--- src/rtl/synthesijer_fdiv_iter.sv ---
// Iterative floating-point divider (result = a / b), flush-to-zero, round-to-nearest-even,
// fixed latency MAN_W+6. Define SYNTHESIJER_FDIV_FLAGS_EN to add the exception flags output.
module synthesijer_fdiv_iter #(
  parameter int EXP_W = 8,
  parameter int MAN_W = 23
) (
  input  logic                 clk,
  input  logic                 reset,
  input  logic [EXP_W+MAN_W:0] a,
  input  logic [EXP_W+MAN_W:0] b,
  input  logic                 nd,
  output logic [EXP_W+MAN_W:0] result,
  output logic                 valid,
  output logic                 busy
`ifdef SYNTHESIJER_FDIV_FLAGS_EN
  ,
  output logic [4:0]           flags
`endif
);

  localparam int W     = 1 + EXP_W + MAN_W;
  localparam int Q_W   = MAN_W + 3;
  localparam int E_W   = EXP_W + 2;
  localparam int CNT_W = $clog2(Q_W + 1);

  localparam logic signed [E_W-1:0] BIAS    = E_W'((1 << (EXP_W - 1)) - 1);
  localparam logic signed [E_W-1:0] EXP_MAX = E_W'((1 << EXP_W) - 1);
  localparam logic signed [E_W-1:0] ZERO_E  = '0;
  localparam logic signed [E_W-1:0] ONE_E   = E_W'(1);
  localparam logic [CNT_W-1:0]      CNT_LAST = CNT_W'(Q_W - 1);

  localparam logic [2:0] IDLE  = 3'd0;
  localparam logic [2:0] PREP  = 3'd1;
  localparam logic [2:0] DIV   = 3'd2;
  localparam logic [2:0] NORM  = 3'd3;
  localparam logic [2:0] ROUND = 3'd4;
  localparam logic [2:0] DONE  = 3'd5;

  localparam logic [1:0] SP_NONE = 2'd0;
  localparam logic [1:0] SP_NAN  = 2'd1;
  localparam logic [1:0] SP_INF  = 2'd2;
  localparam logic [1:0] SP_ZERO = 2'd3;

  localparam logic [W-1:0] QNAN = {1'b0, {EXP_W{1'b1}}, 1'b1, {(MAN_W-1){1'b0}}};

  logic [2:0]             state;
  logic [W-1:0]           a_r, b_r;
  logic [MAN_W:0]         mb;
  logic [MAN_W+1:0]       rem;
  logic [Q_W-1:0]         q;
  logic [CNT_W-1:0]       cnt;
  logic signed [E_W-1:0]  exp_t;
  logic                   sign;
  logic                   sticky;
  logic [1:0]             spec;

  // Operand classification; exponent zero covers both zero and denormal (FTZ).
  logic [EXP_W-1:0] ea, eb;
  logic [MAN_W-1:0] fa, fb;
  logic a_zero, b_zero, a_inf, b_inf, a_nan, b_nan;
  logic [1:0] spec_c;

  assign ea     = a_r[W-2:MAN_W];
  assign eb     = b_r[W-2:MAN_W];
  assign fa     = a_r[MAN_W-1:0];
  assign fb     = b_r[MAN_W-1:0];
  assign a_zero = ~|ea;
  assign b_zero = ~|eb;
  assign a_inf  = (&ea) & ~|fa;
  assign b_inf  = (&eb) & ~|fb;
  assign a_nan  = (&ea) & |fa;
  assign b_nan  = (&eb) & |fb;

  // NOTE: every variable assigned in always_comb gets a default first, so no latch is inferred.
  always_comb begin
    spec_c = SP_NONE;
    if (a_nan | b_nan | (a_zero & b_zero) | (a_inf & b_inf)) spec_c = SP_NAN;
    else if (a_inf | b_zero)                                   spec_c = SP_INF;
    else if (a_zero | b_inf)                                   spec_c = SP_ZERO;
  end

  // One restoring-division step: subtract when the partial remainder covers the divisor.
  logic [MAN_W+2:0] diff;
  logic             q_bit;
  logic [MAN_W+1:0] rem_sel;

  assign diff    = {1'b0, rem} - {2'b00, mb};
  assign q_bit   = ~diff[MAN_W+2];
  assign rem_sel = q_bit ? diff[MAN_W+1:0] : rem;

  // Rounding on the normalised quotient: q = {1.mant, guard, lsb-sticky}.
  logic [MAN_W:0]        mant;
  logic                  guard, stk, rup;
  logic [MAN_W+1:0]      sum;
  logic signed [E_W-1:0] exp_f;
  logic                  ovf, unf;
  logic [MAN_W-1:0]      frac_r;
  logic [W-1:0]          round_res;

  assign mant   = q[Q_W-1:2];
  assign guard  = q[1];
  assign stk    = q[0] | sticky;
  assign rup    = guard & (stk | mant[0]);
  assign sum    = {1'b0, mant} + {{(MAN_W+1){1'b0}}, rup};
  assign exp_f  = exp_t + $signed({{(E_W-1){1'b0}}, sum[MAN_W+1]});
  assign ovf    = exp_f >= EXP_MAX;
  assign unf    = exp_f <= ZERO_E;
  assign frac_r = sum[MAN_W+1] ? sum[MAN_W:1] : sum[MAN_W-1:0];

  always_comb begin
    round_res = '0;
    case (spec)
      SP_NAN:  round_res = QNAN;
      SP_INF:  round_res = {sign, {EXP_W{1'b1}}, {MAN_W{1'b0}}};
      SP_ZERO: round_res = {sign, {(W-1){1'b0}}};
      default: begin
        if (ovf)      round_res = {sign, {EXP_W{1'b1}}, {MAN_W{1'b0}}};
        else if (unf) round_res = {sign, {(W-1){1'b0}}};
        else          round_res = {sign, exp_f[EXP_W-1:0], frac_r};
      end
    endcase
  end

`ifdef SYNTHESIJER_FDIV_FLAGS_EN
  logic       divz;
  logic [4:0] flags_c;
  logic       fin;

  assign fin     = (spec == SP_NONE);
  assign flags_c = {spec == SP_NAN, divz, fin & ovf, fin & ~ovf & unf,
                    fin & (guard | stk | ovf | unf)};
`endif

  // NOTE: reset is synchronous and clears every register, including the operand and datapath state.
  always_ff @(posedge clk) begin
    if (reset) begin
      state  <= IDLE;
      a_r    <= '0;
      b_r    <= '0;
      mb     <= '0;
      rem    <= '0;
      q      <= '0;
      cnt    <= '0;
      exp_t  <= '0;
      sign   <= 1'b0;
      sticky <= 1'b0;
      spec   <= SP_NONE;
      result <= '0;
      valid  <= 1'b0;
      busy   <= 1'b0;
`ifdef SYNTHESIJER_FDIV_FLAGS_EN
      divz   <= 1'b0;
      flags  <= '0;
`endif
    end else begin
      valid <= 1'b0;
      case (state)
        IDLE: begin
          if (nd) begin
            a_r   <= a;
            b_r   <= b;
            busy  <= 1'b1;
            state <= PREP;
          end
        end
        PREP: begin
          mb     <= {1'b1, fb};
          rem    <= {2'b01, fa};
          q      <= '0;
          cnt    <= '0;
          exp_t  <= $signed({2'b00, ea}) - $signed({2'b00, eb}) + BIAS;
          sign   <= a_r[W-1] ^ b_r[W-1];
          spec   <= spec_c;
`ifdef SYNTHESIJER_FDIV_FLAGS_EN
          divz   <= b_zero & ~a_zero & ~a_inf & ~a_nan;
`endif
          state  <= DIV;
        end
        DIV: begin
          q   <= {q[Q_W-2:0], q_bit};
          rem <= rem_sel << 1;
          cnt <= cnt + 1'b1;
          if (cnt == CNT_LAST) state <= NORM;
        end
        NORM: begin
          if (!q[Q_W-1]) begin
            q     <= {q[Q_W-2:0], 1'b0};
            exp_t <= exp_t - ONE_E;
          end
          sticky <= |rem;
          state  <= ROUND;
        end
        ROUND: begin
          result <= round_res;
`ifdef SYNTHESIJER_FDIV_FLAGS_EN
          flags  <= flags_c;
`endif
          valid  <= 1'b1;
          busy   <= 1'b0;
          state  <= DONE;
        end
        DONE:    state <= IDLE;
        default: state <= IDLE;
      endcase
    end
  end

endmodule
--- config.mk ---
export PLATFORM = sky130hd
export DESIGN_NAME = synthesijer_fdiv_iter
export DESIGN_NICKNAME = d
export VERILOG_FILES = /design/src/rtl/synthesijer_fdiv_iter.sv
export SDC_FILE = /design/constraint.sdc
export NUM_CORES = 1
export LEC_CHECK = 0
export CAP_MARGIN = 20
export CORE_MARGIN = 2
export CORE_UTILIZATION = 55
export CTS_CLUSTER_DIAMETER = 50
export CTS_CLUSTER_SIZE = 25
export DETAILED_ROUTE_END_ITERATION = 10
export GPL_TIMING_DRIVEN = 0
export PLACE_DENSITY_LB_ADDON = 0.12
export SLEW_MARGIN = 20
export SYNTH_ARGS = -nofsm -noshare
export SYNTH_HDL_FRONTEND = slang
export SYNTH_SLANG_ARGS = --single-unit
--- constraint.sdc ---
create_clock -name clk -period 4.2 [get_ports clk]
set_input_delay 1.05 -clock clk [delete_from_list [all_inputs] [get_ports clk]]
set_output_delay 1.05 -clock clk [all_outputs]
set_load 0.01 [all_outputs]
==> flow_summary.toml, run 1 <==
[status]
run_status = "completed"

[sta]
minimum_setup_slack_in_the_final_design_ns = 0.374
tightest_slew_ns = 1.13
finClkSkew_ns = 0.00828
setup-tns-final_ns = 0
rsz0062_at_grt = "false"
final_count_of_hold_timing_violations = 0
report.final.setup_viol = 0
layout_worst_path_cycle_share_pct = 91.1
final_max_slew_viol_count = 0
timing.fmax_mhz = 261
fin_crit_ns = 3.83
slew_headroom_pct = 23.5

[worst_setup_path]
category_of_the_most_critical_setup_path = "reg2reg"
setup.worst_path.end = "result[4]$_SDFFE_PP0P_"
crit-reg2reg-launch = "q[1]$_SDFFE_PP0P_"
worstReg2RegEnd = "result[4]$_SDFFE_PP0P_"
worst_ep_arrival_time_ns = 4.21
critical_path.startpoint = "q[1]$_SDFFE_PP0P_"
r2r_slack_ns = 0.37
cp_max_fo = 10
setup.worst_path.end_class = "flip-flop"
worst-r2r-cell-count = 16
timing.critical_path.required_ns = 4.58
critical_path.startpoint_type = "flip-flop"

[floorplanning]
num_rows = 50
design.portCount = 101
dieHeight_microns = 141
core_region_area_sq_um = 18500
floorplan.die.width_microns = 141
die_area_sq_um = 19800
initial_utilization_pct = 55.6

[synth]
synth_cell_type_count = 77
synth_top_area_cell = "sky130_fd_sc_hd__dfxtp_1"
async_reset_ff_share_pct = 0
post-synth-top-count-cell = "sky130_fd_sc_hd__nand2_1"
per_instance_average_area_after_synthesis_sq_um = 7.73
synthFlopType = "sky130_fd_sc_hd__dfxtp_1"
synthesis.nets = 1445
post_synth_most_frequent_cells = "sky130_fd_sc_hd__nand2_1, sky130_fd_sc_hd__dfxtp_1, sky130_fd_sc_hd__a21oi_1, sky130_fd_sc_hd__nor2_1, sky130_fd_sc_hd__clkbuf_1"
area_fraction_of_the_dominant_cell_type_after_synthesis_pct = 37.9
synth_edf_count = 0
ys_seq_elements = 195
synth.cell_area_sq_um = 10300
ys_top_cells_by_area = "sky130_fd_sc_hd__dfxtp_1, sky130_fd_sc_hd__nand2_1, sky130_fd_sc_hd__a21oi_1, sky130_fd_sc_hd__ha_1, sky130_fd_sc_hd__nor2_1"
seq_area_frac_synth_pct = 37.9
syn_inst = 1333
synth_warnings = 0

[grt]
antenna_found_initial = 0
grt.total_usage_pct = 27.6
globalRoute.totalOverflow = 0
first_global_vias = 9094
grt_start_max_net_pins = 19
grt_pass1_wl_mm = 44.3

[cells_and_area]
finalNetCount = 1566
drive_above_1_share_pct = 5.04
layout-area-overhead-vs-synth_pct = 18.2
post-route-util_pct = 65.8
final_cell_area_sq_um = 12200
total_inserted_antenna_cells = 0
layout.filler_cells = 1667

[pwr]
ir_drop_uv = 349
power-per-cell-area_nw_per_um2 = 443
total_leakage_power_nw = 4.39
design_power_total_mw = 5.40

[detailed_routing]
antenna_violating_nets_post_route = 0
drt_pass1_iterations = 5
vias_per_cell = 5.84
detail_route.drc_violations = 0
dr_total_vias = 9929
detail_route.wirelength_mm = 27.4
drt_iter0_drc = 780
wire_per_inst_microns = 16.1

[worst_hold_path]
hold_removal_path_class = "reg2reg"

[cts]
cts-hold-fix-buffers = 0
cts_root_buf = "sky130_fd_sc_hd__clkbuf_16"
cts-root-to-sink-buffers = 2
clock_tree_from_tritoncts = "built"
clk-insertion-delay-late_ns = 0.44
clock_sink_count = 195
tritoncts.num_buffers = 17
cts.reportedPaths.clkPinSlew_ns = 0.07
htree_num_levels = 4

[run]
cap_violations = 0

[placed_design]
placed_cell_area_sq_um = 11600
post-place-ws_ns = -0.0166
placement.io_buffers = 99
place.detailed.hpwl_mm = 20.9
gp_routability_congestion = 0.926
## report_power, final
part | internal (mW) | leakage [nW] | total (mW) | switching [mW]
combinational | 0.733 | 2.55 | 1.79 | 1.06
sequential | 1.95 | 1.59 | 2.06 | 0.105
clock | 0.772 | 0.255 | 1.55 | 0.774
total | 3.46 | 4.39 | 5.40 | 1.94
## how the worst min path moves through the flow
stage                                  from                      end  slack, ns  cells past startpoint
floorplan               sticky$_SDFFE_PP0P_      sticky$_SDFFE_PP0P_       0.43                      2
finish               result[9]$_SDFFE_PP0P_   result[9]$_SDFFE_PP0P_       0.45                      2
detailed placement   result[9]$_SDFFE_PP0P_   result[9]$_SDFFE_PP0P_       0.44                      2
global route             mb[9]$_SDFFE_PP0P_       mb[9]$_SDFFE_PP0P_       0.48                      2
global placement    result[11]$_SDFFE_PP0P_  result[11]$_SDFFE_PP0P_       0.43                      2
CTS                      mb[2]$_SDFFE_PP0P_       mb[2]$_SDFFE_PP0P_       0.46                      2
## flip-flops by register name (all words and copies together) (netlist names)
| signal | flops |
|---|---|
| valid | 1 |
| mb | 24 |
| exp_t | 10 |
| rem | 25 |
| spec | 2 |
| cnt | 5 |
| busy | 1 |
| state | 3 |
| sign | 1 |
| q | 26 |
| sticky | 1 |
| result | 32 |
| a_r | 32 |
| b_r | 32 |
## per-stage QoR
stage               hold slack, ns  cells
CTS                          0.458   1698
detailed placement           0.443   1666
floorplan                    0.432   1333
global placement             0.433   1666
global route                 0.478   1701
finish                       0.453   1701
## cell families (layout without fill, tap and decap cells)
family                     count (synthesis)  count (layout)  share of synthesized area, %
AOI/OAI and AO/OA                        352             352                          21.9
xor gates and xnor gates                  51              51                          4.34
adders and majority gates                 45              45                          5.61
buffers and inverters                    136             270                          5.33
DFF                                      195             195                          37.9
muxes                                      9               9                         0.923
and+or+nand+nor                          545             545                          24.0
## metal layers
metal	up-vias	global-route usage (%)	share of wire [%]	wire, microns
met3	54	3.60	5.5	1510
met1	4623	35.1	44	12000
li1	4917	-	-	-
met5	-	0	0	0
met2	335	48.4	48	13200
met4	0	9.47	2.5	692
## worst max-delay path, stage by stage, from the launching register on
cell                      delay (ns)
sky130_fd_sc_hd__dfxtp_1        0.39
sky130_fd_sc_hd__and2_1         0.15
sky130_fd_sc_hd__ha_1           0.19
sky130_fd_sc_hd__and4_1         0.30
sky130_fd_sc_hd__nand3_1        0.18
sky130_fd_sc_hd__nor4_4         0.33
sky130_fd_sc_hd__nand4_1        0.15
sky130_fd_sc_hd__inv_1          0.12
sky130_fd_sc_hd__ha_1           0.20
sky130_fd_sc_hd__ha_2           0.25
sky130_fd_sc_hd__and3_1         0.24
sky130_fd_sc_hd__xnor2_1        0.21
sky130_fd_sc_hd__o41ai_4        0.14
sky130_fd_sc_hd__buf_4          0.17
sky130_fd_sc_hd__nor4_4         0.32
sky130_fd_sc_hd__buf_2          0.28
sky130_fd_sc_hd__a22o_1         0.15
## final cells by class
class	instances	area (sq um)	share of cell area [%]
repair buffers	102	1010	8.32
plain buffers	82	347	2.85
flip-flops and latches	195	3900	32.1
well taps	234	293	2.40
multi-input cells	1002	5870	48.2
clock buffers	17	425	3.49
clock inverters	15	124	1.02
inverters	54	203	1.66
## placed cells by master, fill, tap and decap left out, types with 6 or more instances in the layout
cell type / n
sky130_fd_sc_hd__dfxtp_1: 195
sky130_fd_sc_hd__nor3_1: 20
sky130_fd_sc_hd__a31oi_1: 10
sky130_fd_sc_hd__ha_1: 42
sky130_fd_sc_hd__nand2b_1: 9
sky130_fd_sc_hd__nor2b_1: 8
sky130_fd_sc_hd__a22o_1: 10
sky130_fd_sc_hd__clkdlybuf4s50_1: 99
sky130_fd_sc_hd__nand2_1: 289
sky130_fd_sc_hd__and2_1: 9
sky130_fd_sc_hd__xor2_1: 24
sky130_fd_sc_hd__or2_2: 6
sky130_fd_sc_hd__a221oi_1: 6
sky130_fd_sc_hd__a311oi_1: 14
sky130_fd_sc_hd__clkbuf_16: 17
sky130_fd_sc_hd__nand3_1: 27
sky130_fd_sc_hd__a21o_1: 7
sky130_fd_sc_hd__and3_1: 16
sky130_fd_sc_hd__buf_4: 7
sky130_fd_sc_hd__a211oi_1: 24
sky130_fd_sc_hd__nand4_1: 21
sky130_fd_sc_hd__a22oi_1: 30
sky130_fd_sc_hd__xnor2_1: 26
sky130_fd_sc_hd__nor2_1: 89
sky130_fd_sc_hd__o211ai_1: 8
sky130_fd_sc_hd__inv_1: 54
sky130_fd_sc_hd__buf_2: 6
sky130_fd_sc_hd__o21ai_0: 51
sky130_fd_sc_hd__a21oi_1: 147
sky130_fd_sc_hd__o21a_1: 7
sky130_fd_sc_hd__clkbuf_1: 68
sky130_fd_sc_hd__nor4_1: 20
## repair_timing
item,4_1_cts,5_1_grt
gates resized for setup,1,3
setup endpoints to repair,10,31
buffers inserted,0,3
pin swaps,0,2
Power figures use the tool's default switching activity.
==> inputs of run 2 (changes only) <==
- CTS_CLUSTER_SIZE: 25 -> 24
- RECOVER_POWER: not set -> 100
==> run 2 against run 1 <==
Against the previous run: sequential share of layout area rose by 0.15 points; routed wire length rose by 0.14%; design area fell by 0.45%; largest cell class unchanged; sequential power barely moved.
==> flow_summary.toml, run 2 (same netlist as run 1, synthesis figures left out) <==
[cells_and_area]
layout.cells.most_common = "sky130_fd_sc_hd__nand2_1"
finalNetCount = 1566
multiInputGateArea_sq_um = 5820
layout-area-overhead-vs-synth_pct = 17.7
layout.filler_cells = 1681
post-route-util_pct = 65.5
seqCellArea_sq_um = 3900
drive_above_1_share_pct = 4.36
largest_registers = "a_r (32), b_r (32), result (32)"
total_inserted_antenna_cells = 0
layout.cells.most_common_list = "sky130_fd_sc_hd__nand2_1, sky130_fd_sc_hd__dfxtp_1, sky130_fd_sc_hd__a21oi_1, sky130_fd_sc_hd__nor2_1, sky130_fd_sc_hd__clkbuf_1"

[cts]
tritoncts.num_buffers = 17
clock_sink_count = 195
cts-root-to-sink-buffers = 2
clock_tree_from_tritoncts = "built"
cts_root_buf = "sky130_fd_sc_hd__clkbuf_16"
clk-insertion-delay-late_ns = 0.44
cts.reportedPaths.clkPinSlew_ns = 0.07
htree_num_levels = 4

[detailed_routing]
wl_met1_mm = 12.0
detail_route.wirelength_mm = 27.5
highest-signal-layer = "met4"
drt_pass1_iterations = 5
met2RoutedLength_mm = 13.2
drt_iter0_drc = 774
vias_per_cell = 5.85
total_met3_wirelength_after_detailed_routing_mm = 1.52
wire_per_inst_microns = 16.1
dr_total_vias = 9956
detail_route.drc_violations = 0
antenna_violating_nets_post_route = 0

[worst_setup_path]
setup.worst_path.end_class = "flip-flop"
setup.worst_path.end = "result[4]$_SDFFE_PP0P_"
critical_path.startpoint = "q[1]$_SDFFE_PP0P_"
timing.critical_path.required_ns = 4.59
worst_ep_arrival_time_ns = 4.23
critical_path.startpoint_type = "flip-flop"
r2r_slack_ns = 0.35
category_of_the_most_critical_setup_path = "reg2reg"
worstReg2RegEnd = "result[4]$_SDFFE_PP0P_"
worst-r2r-cell-count = 16
cp_max_fo = 10
crit-reg2reg-launch = "q[1]$_SDFFE_PP0P_"

[sta]
timing.fmax_mhz = 260
report.final.setup_viol = 0
layout_worst_path_cycle_share_pct = 91.6
tightest_slew_ns = 1.13
final.hold.worst_slack_ns = 0.446
fin_crit_ns = 3.85
final_max_slew_viol_count = 0
slew_headroom_pct = 23.4
minimum_setup_slack_in_the_final_design_ns = 0.355
finClkSkew_ns = 0.00793
rsz0062_at_grt = "false"
final_count_of_hold_timing_violations = 0

[pwr]
p_int_mw = 3.42
share_seq_of_total_power_pct = 38.6
total_leakage_power_nw = 4.49
netSwitchingFraction_pct = 35.9
clockPowerShare_pct = 29.0
power-per-cell-area_nw_per_um2 = 440
ir_drop_uv = 349
net-switching-power_mw = 1.92
comb_power_share_pct = 32.4

[grt]
grt_pass1_wl_mm = 44.3
antenna_found_initial = 0
first_global_vias = 9094
grt.total_usage_pct = 27.6
globalRoute.totalOverflow = 0
grt_start_max_net_pins = 19

[floorplanning]
floorplan.die.width_microns = 141
initial_utilization_pct = 55.6
core_region_area_sq_um = 18500
dieHeight_microns = 141
design.portCount = 101
die_area_sq_um = 19800
num_rows = 50

[placed_design]
post-place-ws_ns = -0.0166
place.detailed.hpwl_mm = 20.9
placement.io_buffers = 99
gp_routability_congestion = 0.926

[run]
cap_violations = 0

[worst_hold_path]
hold_removal_path_class = "reg2reg"

[status]
run_status = "completed"
## run 2: cell types whose count changed in the layout (fill, tap and decap cells not counted), moves of 2 or more
cell                              before  now
sky130_fd_sc_hd__a311oi_1             14   16
sky130_fd_sc_hd__buf_2                 6    3
sky130_fd_sc_hd__clkbuf_1             68   71
sky130_fd_sc_hd__clkdlybuf4s50_1      99   64
sky130_fd_sc_hd__dlygate4sd3_1         0   35
sky130_fd_sc_hd__o21ai_0              51   55
sky130_fd_sc_hd__o21ai_1               5    3
sky130_fd_sc_hd__o21ai_2               2    0
## run 2: area by class of cell
cell class                 count  share of cell area, %
inverter                      54                   1.67
tap                          234                   2.42
clock buffer                  17                   3.51
sequential                   195                   32.2
multi-input combinational   1002                   48.0
buffer                        82                   2.78
clock inverter                15                   1.02
timing repair buffer         102                   8.36
## run 2: power groups by stage
stage | combinational [mW] | sequential, mW | clock (mW)
after floorplan | 1.33 | 2.06 | 0
after global placement | 1.73 | 2.10 | 0
after detailed placement | 1.75 | 2.10 | 0
after CTS | 1.76 | 2.06 | 1.55
after global routing | 1.91 | 2.07 | 1.63
final | 1.73 | 2.06 | 1.55
## run 2: worst max-delay path, cell delays in order, from the launching register on
cell and delay, ns:
sky130_fd_sc_hd__dfxtp_1 0.39, sky130_fd_sc_hd__and2_0 0.16, sky130_fd_sc_hd__ha_1 0.20, sky130_fd_sc_hd__and4_1 0.30, sky130_fd_sc_hd__nand3_1 0.18, sky130_fd_sc_hd__nor4_4 0.33
sky130_fd_sc_hd__nand4_1 0.15, sky130_fd_sc_hd__inv_1 0.12, sky130_fd_sc_hd__ha_1 0.20, sky130_fd_sc_hd__ha_2 0.25, sky130_fd_sc_hd__and3_1 0.23, sky130_fd_sc_hd__xnor2_1 0.21
sky130_fd_sc_hd__o41ai_4 0.14, sky130_fd_sc_hd__buf_4 0.17, sky130_fd_sc_hd__nor4_4 0.32, sky130_fd_sc_hd__clkbuf_2 0.29, sky130_fd_sc_hd__a22o_1 0.15
## run 2: worst min-delay path by stage
stage / from / to / slack (ns) / cells after the start
CTS: mb[2]$_SDFFE_PP0P_ / mb[2]$_SDFFE_PP0P_ / 0.46 / 2
global placement: result[11]$_SDFFE_PP0P_ / result[11]$_SDFFE_PP0P_ / 0.43 / 2
global route: result[19]$_SDFFE_PP0P_ / result[19]$_SDFFE_PP0P_ / 0.48 / 2
finish: result[17]$_SDFFE_PP0P_ / result[17]$_SDFFE_PP0P_ / 0.45 / 2
detailed placement: result[9]$_SDFFE_PP0P_ / result[9]$_SDFFE_PP0P_ / 0.44 / 2
floorplan: sticky$_SDFFE_PP0P_ / sticky$_SDFFE_PP0P_ / 0.43 / 2
## run 2: timing repair
item / 4_1_cts / 5_1_grt
gates resized for setup: 1 / 3
hold buffers: 0 / 0
pin swaps: 0 / 2
setup buffers: 0 / 3
endpoints found under the setup margin: 10 / 31
## run 2: metrics by stage
stage / TNS [ns] / cells / cell area (sq um) / power, mW
after floorplan: 0 / 1333 / 10300 / 3.39
after global placement: 0 / 1666 / 11600 / 3.83
after detailed placement: -0.0300 / 1666 / 11600 / 3.85
after CTS: 0 / 1698 / 12100 / 5.38
after global routing: 0 / 1701 / 12100 / 5.61
final: 0 / 1701 / 12100 / 5.34
## run 2: metal layers
layer	vias to the layer above	global-route usage, %
met1	4614	35.1
li1	4925	-
met3	62	3.60
met5	-	0
met2	355	48.4
met4	0	9.47
